<file path="src/rtl/code_entry_pkg.sv">
// code_entry_pkg: shared states, digit counts and widths for code entry and access control
package code_entry_pkg;
    typedef enum logic [1:0] {S_IDLE, S_COLLECT, S_HOLD, S_TIMEOUT} state_e;
    localparam logic [2:0] ID_DIGITS = 3'd4;
    localparam logic [2:0] PASS_DIGITS = 3'd5;
    localparam int CODE_W = 20;
    localparam int DIGIT_W = 4;
    localparam int CNT_W = 24;
    function automatic logic [2:0] target_digits(input logic mode);
        return mode ? PASS_DIGITS : ID_DIGITS;
    endfunction
endpackage

</file>
<file path="src/rtl/code_entry_if.sv">
// code_entry_if: keypad-side controls in, assembled code and status out
interface code_entry_if;
    import code_entry_pkg::*;
    logic push;
    logic [DIGIT_W-1:0] digit_in;
    logic mode;
    logic start;
    logic ack;
    logic clear;
    logic [CODE_W-1:0] code_out;
    logic code_valid;
    logic busy;
    logic [2:0] digit_count;
    logic entry_timeout;
    modport master (
        output push, digit_in, mode, start, ack, clear,
        input code_out, code_valid, busy, digit_count, entry_timeout
    );
    modport slave (
        input push, digit_in, mode, start, ack, clear,
        output code_out, code_valid, busy, digit_count, entry_timeout
    );
endinterface

</file>
<file path="src/rtl/code_entry_entry_timer.sv">
// entry_timer: clearable, enabled, saturating counter with terminal-count flag at LIMIT-1
module entry_timer #(
    parameter int W = 24,
    parameter logic [W-1:0] LIMIT = 24'd5000000
) (
    input  logic clk,
    input  logic rst,
    input  logic clr,
    input  logic en,
    output logic tc
);
    logic [W-1:0] count_q, count_d;
    always_comb begin
        count_d = clr ? '0 : (en && count_q != '1) ? count_q + 1'b1 : count_q;
    end
    always_ff @(posedge clk) begin
        if (!rst) count_q <= '0;
        else count_q <= count_d;
    end
    assign tc = count_q >= LIMIT - 1'b1;
endmodule

</file>
<file path="src/rtl/code_entry.sv">
// code_entry: collects a 4-digit ID or 5-digit password from button pushes with inactivity timeout
module code_entry
    import code_entry_pkg::*;
#(
    parameter logic [CNT_W-1:0] TIMEOUT_CYCLES = 24'd5000000
) (
    input logic clk,
    input logic rst,
    code_entry_if.slave bus
);
    state_e state_q, state_d;
    logic [CODE_W-1:0] code_q, code_d;
    logic [2:0] dc_q, dc_d, n_q, n_d;
    logic busy_q, valid_q, to_q;
    logic tc, tmr_en, tmr_clr;
    assign tmr_en = state_q == S_COLLECT && dc_q != 3'd0;
    assign tmr_clr = state_q != S_COLLECT || bus.push || bus.clear;
    entry_timer #(.W(CNT_W), .LIMIT(TIMEOUT_CYCLES)) u_timer (
        .clk(clk),
        .rst(rst),
        .clr(tmr_clr),
        .en(tmr_en),
        .tc(tc)
    );
    always_comb begin
        state_d = state_q;
        code_d = code_q;
        dc_d = dc_q;
        n_d = n_q;
        case (state_q)
            S_IDLE: begin
                if (bus.start) begin
                    state_d = S_COLLECT;
                    n_d = target_digits(bus.mode);
                    code_d = '0;
                    dc_d = 3'd0;
                end
            end
            S_COLLECT: begin
                if (bus.clear) begin
                    code_d = '0;
                    dc_d = 3'd0;
                end else if (bus.push) begin
                    code_d = {code_q[CODE_W-DIGIT_W-1:0], bus.digit_in};
                    dc_d = dc_q + 3'd1;
                    state_d = (dc_q + 3'd1 == n_q) ? S_HOLD : S_COLLECT;
                end else if (tc) begin
                    state_d = S_TIMEOUT;
                    code_d = '0;
                    dc_d = 3'd0;
                end
            end
            S_HOLD: begin
                if (bus.ack) begin
                    state_d = S_IDLE;
                    code_d = '0;
                    dc_d = 3'd0;
                end
            end
            default: state_d = S_COLLECT;
        endcase
    end
    always_ff @(posedge clk) begin
        if (!rst) begin
            state_q <= S_IDLE;
            code_q <= '0;
            dc_q <= 3'd0;
            n_q <= ID_DIGITS;
            busy_q <= 1'b0;
            valid_q <= 1'b0;
            to_q <= 1'b0;
        end else begin
            state_q <= state_d;
            code_q <= code_d;
            dc_q <= dc_d;
            n_q <= n_d;
            busy_q <= state_d == S_COLLECT;
            valid_q <= state_d == S_HOLD;
            to_q <= state_d == S_TIMEOUT;
        end
    end
    assign bus.code_out = code_q;
    assign bus.digit_count = dc_q;
    assign bus.busy = busy_q;
    assign bus.code_valid = valid_q;
    assign bus.entry_timeout = to_q;
endmodule

</file>
<file path="src/flat_wrapper.sv">
// flat-port wrapper written by rule: the top's interface ports become plain ports
module code_entry_flat import code_entry_pkg::*;
#(
    parameter logic [CNT_W-1:0] TIMEOUT_CYCLES = 24'd5000000
)
  (clk, rst, bus_push, bus_digit_in, bus_mode, bus_start, bus_ack, bus_clear, bus_code_out, bus_code_valid, bus_busy, bus_digit_count, bus_entry_timeout);
  code_entry_if bus_i ();
  input logic clk;
  input logic rst;
  input wire logic [$bits(bus_i.push)-1:0] bus_push;
  input wire logic [$bits(bus_i.digit_in)-1:0] bus_digit_in;
  input wire logic [$bits(bus_i.mode)-1:0] bus_mode;
  input wire logic [$bits(bus_i.start)-1:0] bus_start;
  input wire logic [$bits(bus_i.ack)-1:0] bus_ack;
  input wire logic [$bits(bus_i.clear)-1:0] bus_clear;
  output wire logic [$bits(bus_i.code_out)-1:0] bus_code_out;
  output wire logic [$bits(bus_i.code_valid)-1:0] bus_code_valid;
  output wire logic [$bits(bus_i.busy)-1:0] bus_busy;
  output wire logic [$bits(bus_i.digit_count)-1:0] bus_digit_count;
  output wire logic [$bits(bus_i.entry_timeout)-1:0] bus_entry_timeout;
  assign bus_i.push = bus_push;
  assign bus_i.digit_in = bus_digit_in;
  assign bus_i.mode = bus_mode;
  assign bus_i.start = bus_start;
  assign bus_i.ack = bus_ack;
  assign bus_i.clear = bus_clear;
  assign bus_code_out = bus_i.code_out;
  assign bus_code_valid = bus_i.code_valid;
  assign bus_busy = bus_i.busy;
  assign bus_digit_count = bus_i.digit_count;
  assign bus_entry_timeout = bus_i.entry_timeout;
  code_entry #(.TIMEOUT_CYCLES(TIMEOUT_CYCLES)) u_core (.clk(clk), .rst(rst), .bus(bus_i));
endmodule
</file>
<file path="config.mk">
export PLATFORM = sky130hd
export DESIGN_NAME = code_entry_flat
export DESIGN_NICKNAME = d
export VERILOG_FILES = /design/src/rtl/code_entry_pkg.sv /design/src/rtl/code_entry_if.sv /design/src/rtl/code_entry_entry_timer.sv /design/src/rtl/code_entry.sv /design/src/flat_wrapper.sv
export SDC_FILE = /design/constraint.sdc
export NUM_CORES = 1
export LEC_CHECK = 0
export ABC_AREA = 1
export CELL_PAD_IN_SITES_DETAIL_PLACEMENT = 0
export CELL_PAD_IN_SITES_GLOBAL_PLACEMENT = 1
export CORE_MARGIN = 8
export CORE_UTILIZATION = 35
export DETAILED_ROUTE_END_ITERATION = 6
export HOLD_SLACK_MARGIN = 0.05
export PLACE_DENSITY_LB_ADDON = 0.1
export SLEW_MARGIN = 30
export SYNTH_ARGS = -nofsm -noshare
export SYNTH_HDL_FRONTEND = slang
export SYNTH_HIERARCHICAL = 1
export SYNTH_SLANG_ARGS = --single-unit
</file>
<file path="constraint.sdc">
create_clock -name clk -period 1.8 [get_ports clk]
set_clock_uncertainty 0.05 [all_clocks]
set_input_delay 0.18 -clock clk [delete_from_list [all_inputs] [get_ports clk]]
set_output_delay 0.18 -clock clk [all_outputs]
set_load 0.02 [all_outputs]
</file>
# Yosys cells after proc, flatten, opt, wreduce, memory -nomap -nowiden
# Cells that the tools add are included.
[word_totals] ff_bits=55 latchBits=0 ram_bits=0 rom_bits=0 inputBits=11 output_inout_bits=26 word_cells=53 memories=0
[op_classes] addsub=2 multipliers=0 div=0 n_lt_le_gt_ge=1 n_eq_ne=11 n_shift=0 mux=20 n_bitwise=1 n_reduce_logical=10
[ops] op="2-to-1 mux 20 bit" count=5
[ops] op="one-hot mux 20 bit (3 select lines)" count=1
[ops] op="adder 24 x 1 -> 24 bit (second input constant)" count=1
[ops] op=">= comparator 24 x 23 -> 1 bit (second input constant)" count=1
[ops] op="!= test 24 bit (second input constant)" count=1
[ops] op="2-to-1 mux 3 bit" count=5
[ops] op="2-to-1 mux 2 bit" count=6
[ops] op="one-hot mux 3 bit (3 select lines)" count=1
[ops] op="== test 2 bit (second input constant)" count=3
[ops] op="one-hot mux 2 bit (3 select lines)" count=1
[ops] op="nonzero test 3 bit" count=2
[ops] op="== test 2 x 1 -> 1 bit (second input constant)" count=2
[ops] op="!= test 2 bit (second input constant)" count=2
[ops] op="!= test 4 x 3 -> 1 bit (second input constant)" count=1
[ops] op="AND reduction 4 bit" count=1
[ops] op="adder 3 x 1 -> 3 bit (second input constant)" count=1
[ops] op="== test 3 bit" count=1
[ops] op="logical AND 1 bit" count=2
[ops] op="logical NOT 2 bit" count=1
[ops] op="logical OR 1 bit" count=2
[ops] op="!= test 2 x 1 -> 1 bit (second input constant)" count=1
[ops] op="AND reduction 2 bit" count=1
[ops] op="OR reduction 2 bit" count=1
[ops] op="2-to-1 mux 1 bit" count=1
[ops] op="inverter 1 bit" count=1

# Logic depth before layout (Yosys ltp)
[depth] ltp_word=7 ltp_mapped=13 ltp_nobuf=13

# Cells and area by module
# Netlist, hierarchy kept.
[modules_own_cells] module="entry_timer" n_inst=1 cells_each=250 area_per_inst_um2=1505.2 seq_area_each_um2=480.5
[modules_own_cells] module="code_entry" n_inst=1 cells_each=155 area_per_inst_um2=1169.9 seq_area_each_um2=580.6

# Worst setup path after synthesis
# No wires, ideal clock.
[synth_path] kind="reg-to-reg" from="reg u_core.dc_q[0] (netlist: u_core/bus.digit_count[0])" to="reg u_core.u_timer.count_q[14]" setup_time_ps=115 arrival_time_ps=1944 t_required_ps=1635 setup_slack_ps=-309 path_stages_with_launch=11 path_buffers=0 synth_period_minus_slack_ps=2109 path_cell_list="dfxtp_1 -> inv_1 -> ha_1 -> a21oi_1 -> inv_1 -> nor2_4 -> nand2_1 -> nor3_1 -> nand3_1 -> nand2_1 -> nor2_1"
[synth_between] elab_chain_cells=3
[synth_rtl] item="start: declaration" line="code_entry.sv:13" rtl="logic [2:0] dc_q, dc_d, n_q, n_d;"
[synth_rtl] item="start signal: assignment" line="code_entry.sv:67" rtl="dc_q <= 3'd0;"
[synth_rtl] item="start signal: assignment" line="code_entry.sv:75" rtl="dc_q <= dc_d;"
[synth_rtl] item="nonzero test 3 bit" line="code_entry.sv:16" rtl="assign tmr_en = state_q == S_COLLECT && dc_q != 3'd0;"
[synth_rtl] item="logical AND 1 bit" line="code_entry.sv:16"
[synth_rtl] item="via u_core.tmr_en" line="code_entry.sv:15" rtl="logic tc, tmr_en, tmr_clr;"
[synth_rtl] item="logical AND 1 bit" line="code_entry_entry_timer.sv:14" rtl="count_d = clr ? '0 : (en && count_q != '1) ? count_q + 1'b1 : count_q;"
[synth_rtl] item="end signal: assignment" line="code_entry_entry_timer.sv:18" rtl="else count_q <= count_d;"
[synth_rtl] item="end: declaration" line="code_entry_entry_timer.sv:12" rtl="logic [W-1:0] count_q, count_d;"
# The timed path passes the listed nets, and every way through them passes these cells.
# A chain may end at the register's enable or synchronous reset.

# Worst setup path after layout
[layout_path] from="reg u_core.u_timer.count_q[1]" to="reg u_core.code_q[6] (netlist: u_core/bus.code_out[6])"
[layout_between] elab_chain_cells=3
[layout_rtl] item=">= comparator 24 x 23 -> 1 bit" line="code_entry_entry_timer.sv:20" rtl="assign tc = count_q >= LIMIT - 1'b1;"
[layout_rtl] item="via u_core.tc" line="code_entry.sv:15"
[layout_rtl] item="!= test 4 x 3 -> 1 bit (no source line)"
[layout_rtl] item="AND reduction 4 bit (no source line)"
[layout_rtl] item="end signal: assignment" line="code_entry.sv:74" rtl="code_q <= code_d;"
[layout_rtl] item="end: declaration" line="code_entry.sv:12" rtl="logic [CODE_W-1:0] code_q, code_d;"
# The timed path passes the listed nets, and every way through them passes these cells.

==> metrics.cfg <==
[clock_tree]
cts_made_buffers = 5
clk_pin_slew_ns = 0.11
ctsLongestPathBuffers = 2
cts_root_buf = clkbuf_8
htree_levels = 2
cts_tree = yes
cts_sinks = 53
clk_latency_ns = 0.31
postCtsHoldBufs = 0

[sta]
fin_crit_ns = 1.78
min_period_over_period = 0.988
setup_viol = 0
slew_violations = 0
finalHoldViolations = 0
holdWs_ns = 0.367
rsz0062_at_grt = true
tightest_slew_ns = 0.573
slew-limit-headroom = 0.617
tns_ns = 0
fmax_mhz = 562

[synthesis]
syn_avg_cell_area_sq_um = 6.61
synth_area_leaders = dfxtp_1 40%, nand2_1 17%, nor2_1 9.4%
synth_cells = 405
synth_ff_type = dfxtp_1
async_flop_share = 0
synthMostInstantiatedCell = nand2_1
synth-seq-cells = 53
yosysTopAreaCellShare = 0.397
synthDistinctLibCells = 25
ys_seq_area_frac = 0.397
ys_warn_count = 6
synth_area_sq_um = 2680
yosysTopAreaCell = dfxtp_1
ys_top_cells_by_count = 123 x nand2_1, 67 x nor2_1, 53 x dfxtp_1
synth_edf_count = 0
syn_nets = 419

[worst_setup_path]
worst-setup-path-type = reg2reg
path_cells = ha_4 > nand3_2 > nor2_2 > nor3_2 > nor2_1 > o21ai_1 > nand2_1 > inv_2 > nand3_4 > nand2_4 > nand2_1 > a21oi_2
cp_top_family = simple AND/OR/NAND/NOR gates
slowest_delay_ns = 0.35
worstSetupStartpointType = register
crit_fanout = 6
crit_top_cell = nand2_1
arrival_ns = 1.98
crit_slowest_cell = dfxtp_2
cp-end-kind = register
path_buf_inv = 1
required_ns = 2.00

[cells_and_area]
nets = 479
syn2layout_area_growth_pct = 33.0
fin_cells = 568
fin_util = 0.470
drive_gt1_frac = 0.189
n_antenna_cell = 0
fillers = 789

[routing]
totalWireLength_mm = 7.11
avgRoutedWirePerCell_um = 12.5
dr.first_iter.drc_count = 106
dr_total_vias = 2648
postRouteAntennaNets = 0
drt-vias-per-instance = 4.66
firstDrtPassIters = 4
drc = 0

[floorplan]
die_y_um = 103
initial_utilization = 0.354
fp.dieArea_sq_um = 10700
core_sq_um = 7570
rows = 32
pin_count = 37
die_w_um = 103

[grt]
grt_overflow = 0
grt_max_degree = 27
gr-usage-all-layers = 0.143
antenna_found_initial = 0
grt_pass1_wl_mm = 12.1
grt_pass1_vias = 2562

[flow_run]
maxCapViolCount = 0

[power]
cellPowerDensity_nw_per_um2 = 576
clock_power_share = 0.353
power.share.combinational = 0.071
leakage_nw = 1.23
switchingPower_mw = 0.531
p_sw_frac = 0.259
p_seq_frac = 0.577
p_int_mw = 1.52
ir_drop_v = 0.000289

[placement]
hpwl_mm = 5.00
place.port_buffers = 36
dpl.cell_count = 554
gp_congestion = 0.795

[hold_path]
hp-class = in2reg

[outcome]
status = completed

power groups by stage:
stage               clock, mW  combinational [mW]  sequential, mW
floorplan                   0              0.0687            1.22
global placement            0               0.123            1.21
detailed placement          0               0.123            1.21
CTS                     0.758               0.142            1.18
global route            0.816               0.157            1.18
finish                  0.723               0.145            1.18
cell type report:
cell class | count | area, sq um | share of cell area
well taps | 102 | 128 | 0.0359
flip-flops and latches | 53 | 1070 | 0.301
clock inverters | 3 | 26.3 | 0.00738
multi-input cells | 308 | 1560 | 0.439
clock buffers | 5 | 68.8 | 0.0193
inverters | 36 | 138 | 0.0387
repair buffers | 61 | 564 | 0.159
per-layer routing:
metal,vias up,global-route usage,share of wire
met5,-,0,0
met4,0,0.0378,0.011
met3,6,0.0348,0.032
met2,30,0.230,0.47
met1,1197,0.185,0.49
li1,1415,-,-
layout by cell type, fill, tap and decap left out, types with 4 or more instances in the layout:
cell	count
a21oi_1	29
o21ai_0	4
clkbuf_8	5
nand3_1	27
nand2_1	118
buf_4	23
dfxtp_1	47
clkdlybuf4s50_1	36
a21oi_2	8
nor2_4	5
nand4_1	9
nand2_4	6
a31oi_1	5
nor2_2	7
inv_1	32
nand2_2	8
dfxtp_2	5
nor2_1	64
stage by stage:
step / total power, mW / setup WS, ns / area, sq um
after floorplan: 1.28 / 0.0331 / 2690
after global placement: 1.33 / -0.0218 / 3270
after detailed placement: 1.33 / -0.0632 / 3270
after CTS: 2.08 / 0.00811 / 3460
after global routing: 2.16 / -0.126 / 3560
final: 2.05 / 0.0210 / 3560
cells by family after synthesis:
family | after synthesis | share of synthesized area
simple gates | 253 | 0.413
buf+inv | 47 | 0.0814
flops | 53 | 0.397
compound gates | 49 | 0.0949
fa+ha+maj | 3 | 0.0140
registers in the layout, indices dropped and copies added (netlist names):
register / cells
u_core/bus.code_out: 20
u_core/bus.busy: 1
u_core/bus.digit_count: 3
u_core/bus.entry_timeout: 1
u_core/state_q: 2
u_core/u_timer/count_q: 24
u_core/bus.code_valid: 1
u_core/n_q: 1
worst min-delay path, cell delays in order:
cell and delay (ns):
clkdlybuf4s50_1 0.39, nand2_1 0.06, a21oi_1 0.05
path summary, 6_finish.rpt:
check	end	slack (ns)	start	depth (start not counted)
worst min-delay path	u_core/bus.code_out[2]	0.37	bus_digit_in[2]	3
worst max-delay path	u_core/bus.code_out[6]	0.02	u_core/u_timer/count_q[1]	12
worst max register to register	u_core/bus.code_out[6]	0.02	u_core/u_timer/count_q[1]	12
worst min register to register	u_core/bus.code_out[18]	0.43	u_core/bus.code_out[18]	2
timing repair:
action,in CTS,in global routing
buffers inserted,2,1
pin swaps,9,9
endpoints found under the hold margin,0,0
resized for setup,13,26
setup endpoints to repair,24,49
gates cloned,3,0
Power figures use the tool's default switching activity.
==> variant (same settings) <==
`TIMEOUT_CYCLES` is set to 24'd5000000 in 2 places; all go to 24'd2500000.
--- a/src/rtl/code_entry.sv
+++ b/src/rtl/code_entry.sv
@@ -2,7 +2,7 @@
 module code_entry
     import code_entry_pkg::*;
 #(
-    parameter logic [CNT_W-1:0] TIMEOUT_CYCLES = 24'd5000000
+    parameter logic [CNT_W-1:0] TIMEOUT_CYCLES = 24'd2500000
 ) (
     input logic clk,
     input logic rst,
--- a/src/flat_wrapper.sv
+++ b/src/flat_wrapper.sv
@@ -1,7 +1,7 @@
 // flat-port wrapper written by rule: the top's interface ports become plain ports
 module code_entry_flat import code_entry_pkg::*;
 #(
-    parameter logic [CNT_W-1:0] TIMEOUT_CYCLES = 24'd5000000
+    parameter logic [CNT_W-1:0] TIMEOUT_CYCLES = 24'd2500000
 )
   (clk, rst, bus_push, bus_digit_in, bus_mode, bus_start, bus_ack, bus_clear, bus_code_out, bus_code_valid, bus_busy, bus_digit_count, bus_entry_timeout);
   code_entry_if bus_i ();
Check against the original RTL: no difference found for any inputs over 10 cycles, from zero or initial values and one cycle with rst low; that may be too few to reach the edited logic, so the function may still have changed.
==> variant against the original RTL <==
  * Power up 6.8%
  * Sequential cell count is the same
  * Routed wire length up 7.6%
  * First-iteration DRC count fell by 42%
  * Worst setup slack gained 9.3 ps
  * Final area grew 5.4%
  * Count of clock-buffer cells in the layout did not move
  * Synthesized area grew 2.6%
  * Critical path type unchanged
  * Critical endpoint unchanged
==> variant: results (changes against the original RTL) <==
Vias in the first global route: 2,594 (+1.2%)
Routed length on met3: 369 um (+60%)
Met2 usage: 0.222 (-0.00802)
Top post-synthesis cells by area: dfxtp_1 39%, nand2_1 18%, a21oi_1 8.6%
Clock latency on the worst-skew pair: 310 ps (about the same)
Overall routed net length: 7650 um (+7.6%)
Grt met1 use: 0.162 (-0.0235)
Hold slack: 356 ps (-11.3 ps)
Synth cell types: 29 (+16%)
Switching Share: 0.241 (-0.0174)
Largest net degree at the start of global routing: 24 (-11%)
First-pass GRT wire length: 12,100 um (+0.29%)
Status: complete, no violations
WL met2: 3730 um (+12%)
Register area share after synthesis: 0.387 (-0.00995)
CP Data Arrival Time: 1930 ps (-50 ps)
Worst slack, placed: 8.60 ps (+71.8 ps)
Total track usage: 0.133 (-0.0101)
Syn nets: 427 (+1.9%)
Worst vdd ir: 0.000295 V (+2.0%)
GP Congestion: 0.808 (+1.7%)
DP Area: 3390 um2 (+3.5%)
Final net count: 497 (+3.8%)
Post-DP HPWL: 5330 um (+6.5%)
Top cells by count, synth: 128 x nand2_1, 54 x nor2_1, 53 x dfxtp_1
DRT met1 WL: 3500 um (+0.69%)
Met3 usage: 0.0381 (+0.00328)
Initial DRC Count: 62 (-42%)
Leak Pwr: 1.35 nW (+9.7%)
Slew of the pin with the lowest slew margin: 547 ps (-26.5 ps)
==> variant: worst max-delay path by stage <==
| stage | to | cells past startpoint | start | slack, ps |
|---|---|---|---|---|
| after floorplan | u_core/u_timer/count_q[19]$_SDFFE_PP0P_ | 10 | u_core/bus.digit_count[1]$_SDFFE_PN0P_ | 30 |
| after global placement | u_core/u_timer/count_q[21]$_SDFFE_PP0P_ | 10 | u_core/bus.digit_count[0]$_SDFFE_PN0P_ | 40 |
| after detailed placement | u_core/u_timer/count_q[22]$_SDFFE_PP0P_ | 9 | u_core/u_timer/count_q[1]$_SDFFE_PP0P_ | 9 |
| after CTS | u_core/bus.code_valid$_SDFF_PN0_ | 12 | u_core/u_timer/count_q[23]$_SDFFE_PP0P_ | 7 |
| after global routing | u_core/bus.code_out[13]$_SDFFE_PN0P_ | 11 | u_core/u_timer/count_q[17]$_SDFFE_PP0P_ | -70 |
| final | u_core/bus.code_out[6]$_SDFFE_PN0P_ | 11 | u_core/u_timer/count_q[23]$_SDFFE_PP0P_ | 30 |
==> variant: power groups by stage <==
stage | Combinational (mW) | Sequential (mW) | Clock [mW]
floorplan | 0.0693 | 1.22 | 0
global placement | 0.124 | 1.21 | 0
detailed placement | 0.124 | 1.21 | 0
CTS | 0.127 | 1.18 | 0.904
global route | 0.159 | 1.18 | 0.942
finish | 0.146 | 1.18 | 0.862
==> variant: kinds of logic after synthesis <==
kind of cell             Yosys count  synth area share
adder cells (fa/ha/maj)            3            0.0137
XOR/XNOR                           3           0.00958
buffers and inverters             50            0.0844
flip-flops                        53             0.387
AND/OR/NAND/NOR                  250             0.406
AO/OA/AOI/OAI                     54            0.0999
==> variant: layout make-up <==
class                           count  area, um2
Clock buffer                        5       68.8
Clock inverter                      3       47.5
Fill cell                         776       3900
Inverter                           40        150
Multi-Input combinational cell    313       1660
Sequential cell                    53       1070
Tap cell                          102        128
Timing Repair Buffer               70        628
==> variant: critical path: stages (launching register included) <==
cell,delay [ps]
dfxtp_2,360
nor2_4,120
nand3_2,100
nor4_4,210
buf_4,150
nand4_1,90
nand2_1,120
inv_2,60
nand3_4,140
nand2_8,100
nand2_1,110
a21oi_2,50
==> variant: through the flow <==
stage / cells / utilization
2_1_floorplan: 413 / -
3_3_place_gp: 570 / 0.443
3_5_place_dp: 570 / 0.443
4_1_cts: 579 / 0.461
5_1_grt: 586 / 0.490
6_report: 586 / 0.490
==> variant: timing repair <==
| action | 4_1_cts | 5_1_grt |
|---|---|---|
| cloned | 1 | 2 |
| resized for setup | 2 | 43 |
| endpoints found under the setup margin | 7 | 48 |
| pin swaps | 0 | 15 |
| buffers inserted | 0 | 5 |
| hold endpoints to repair | 0 | 0 |
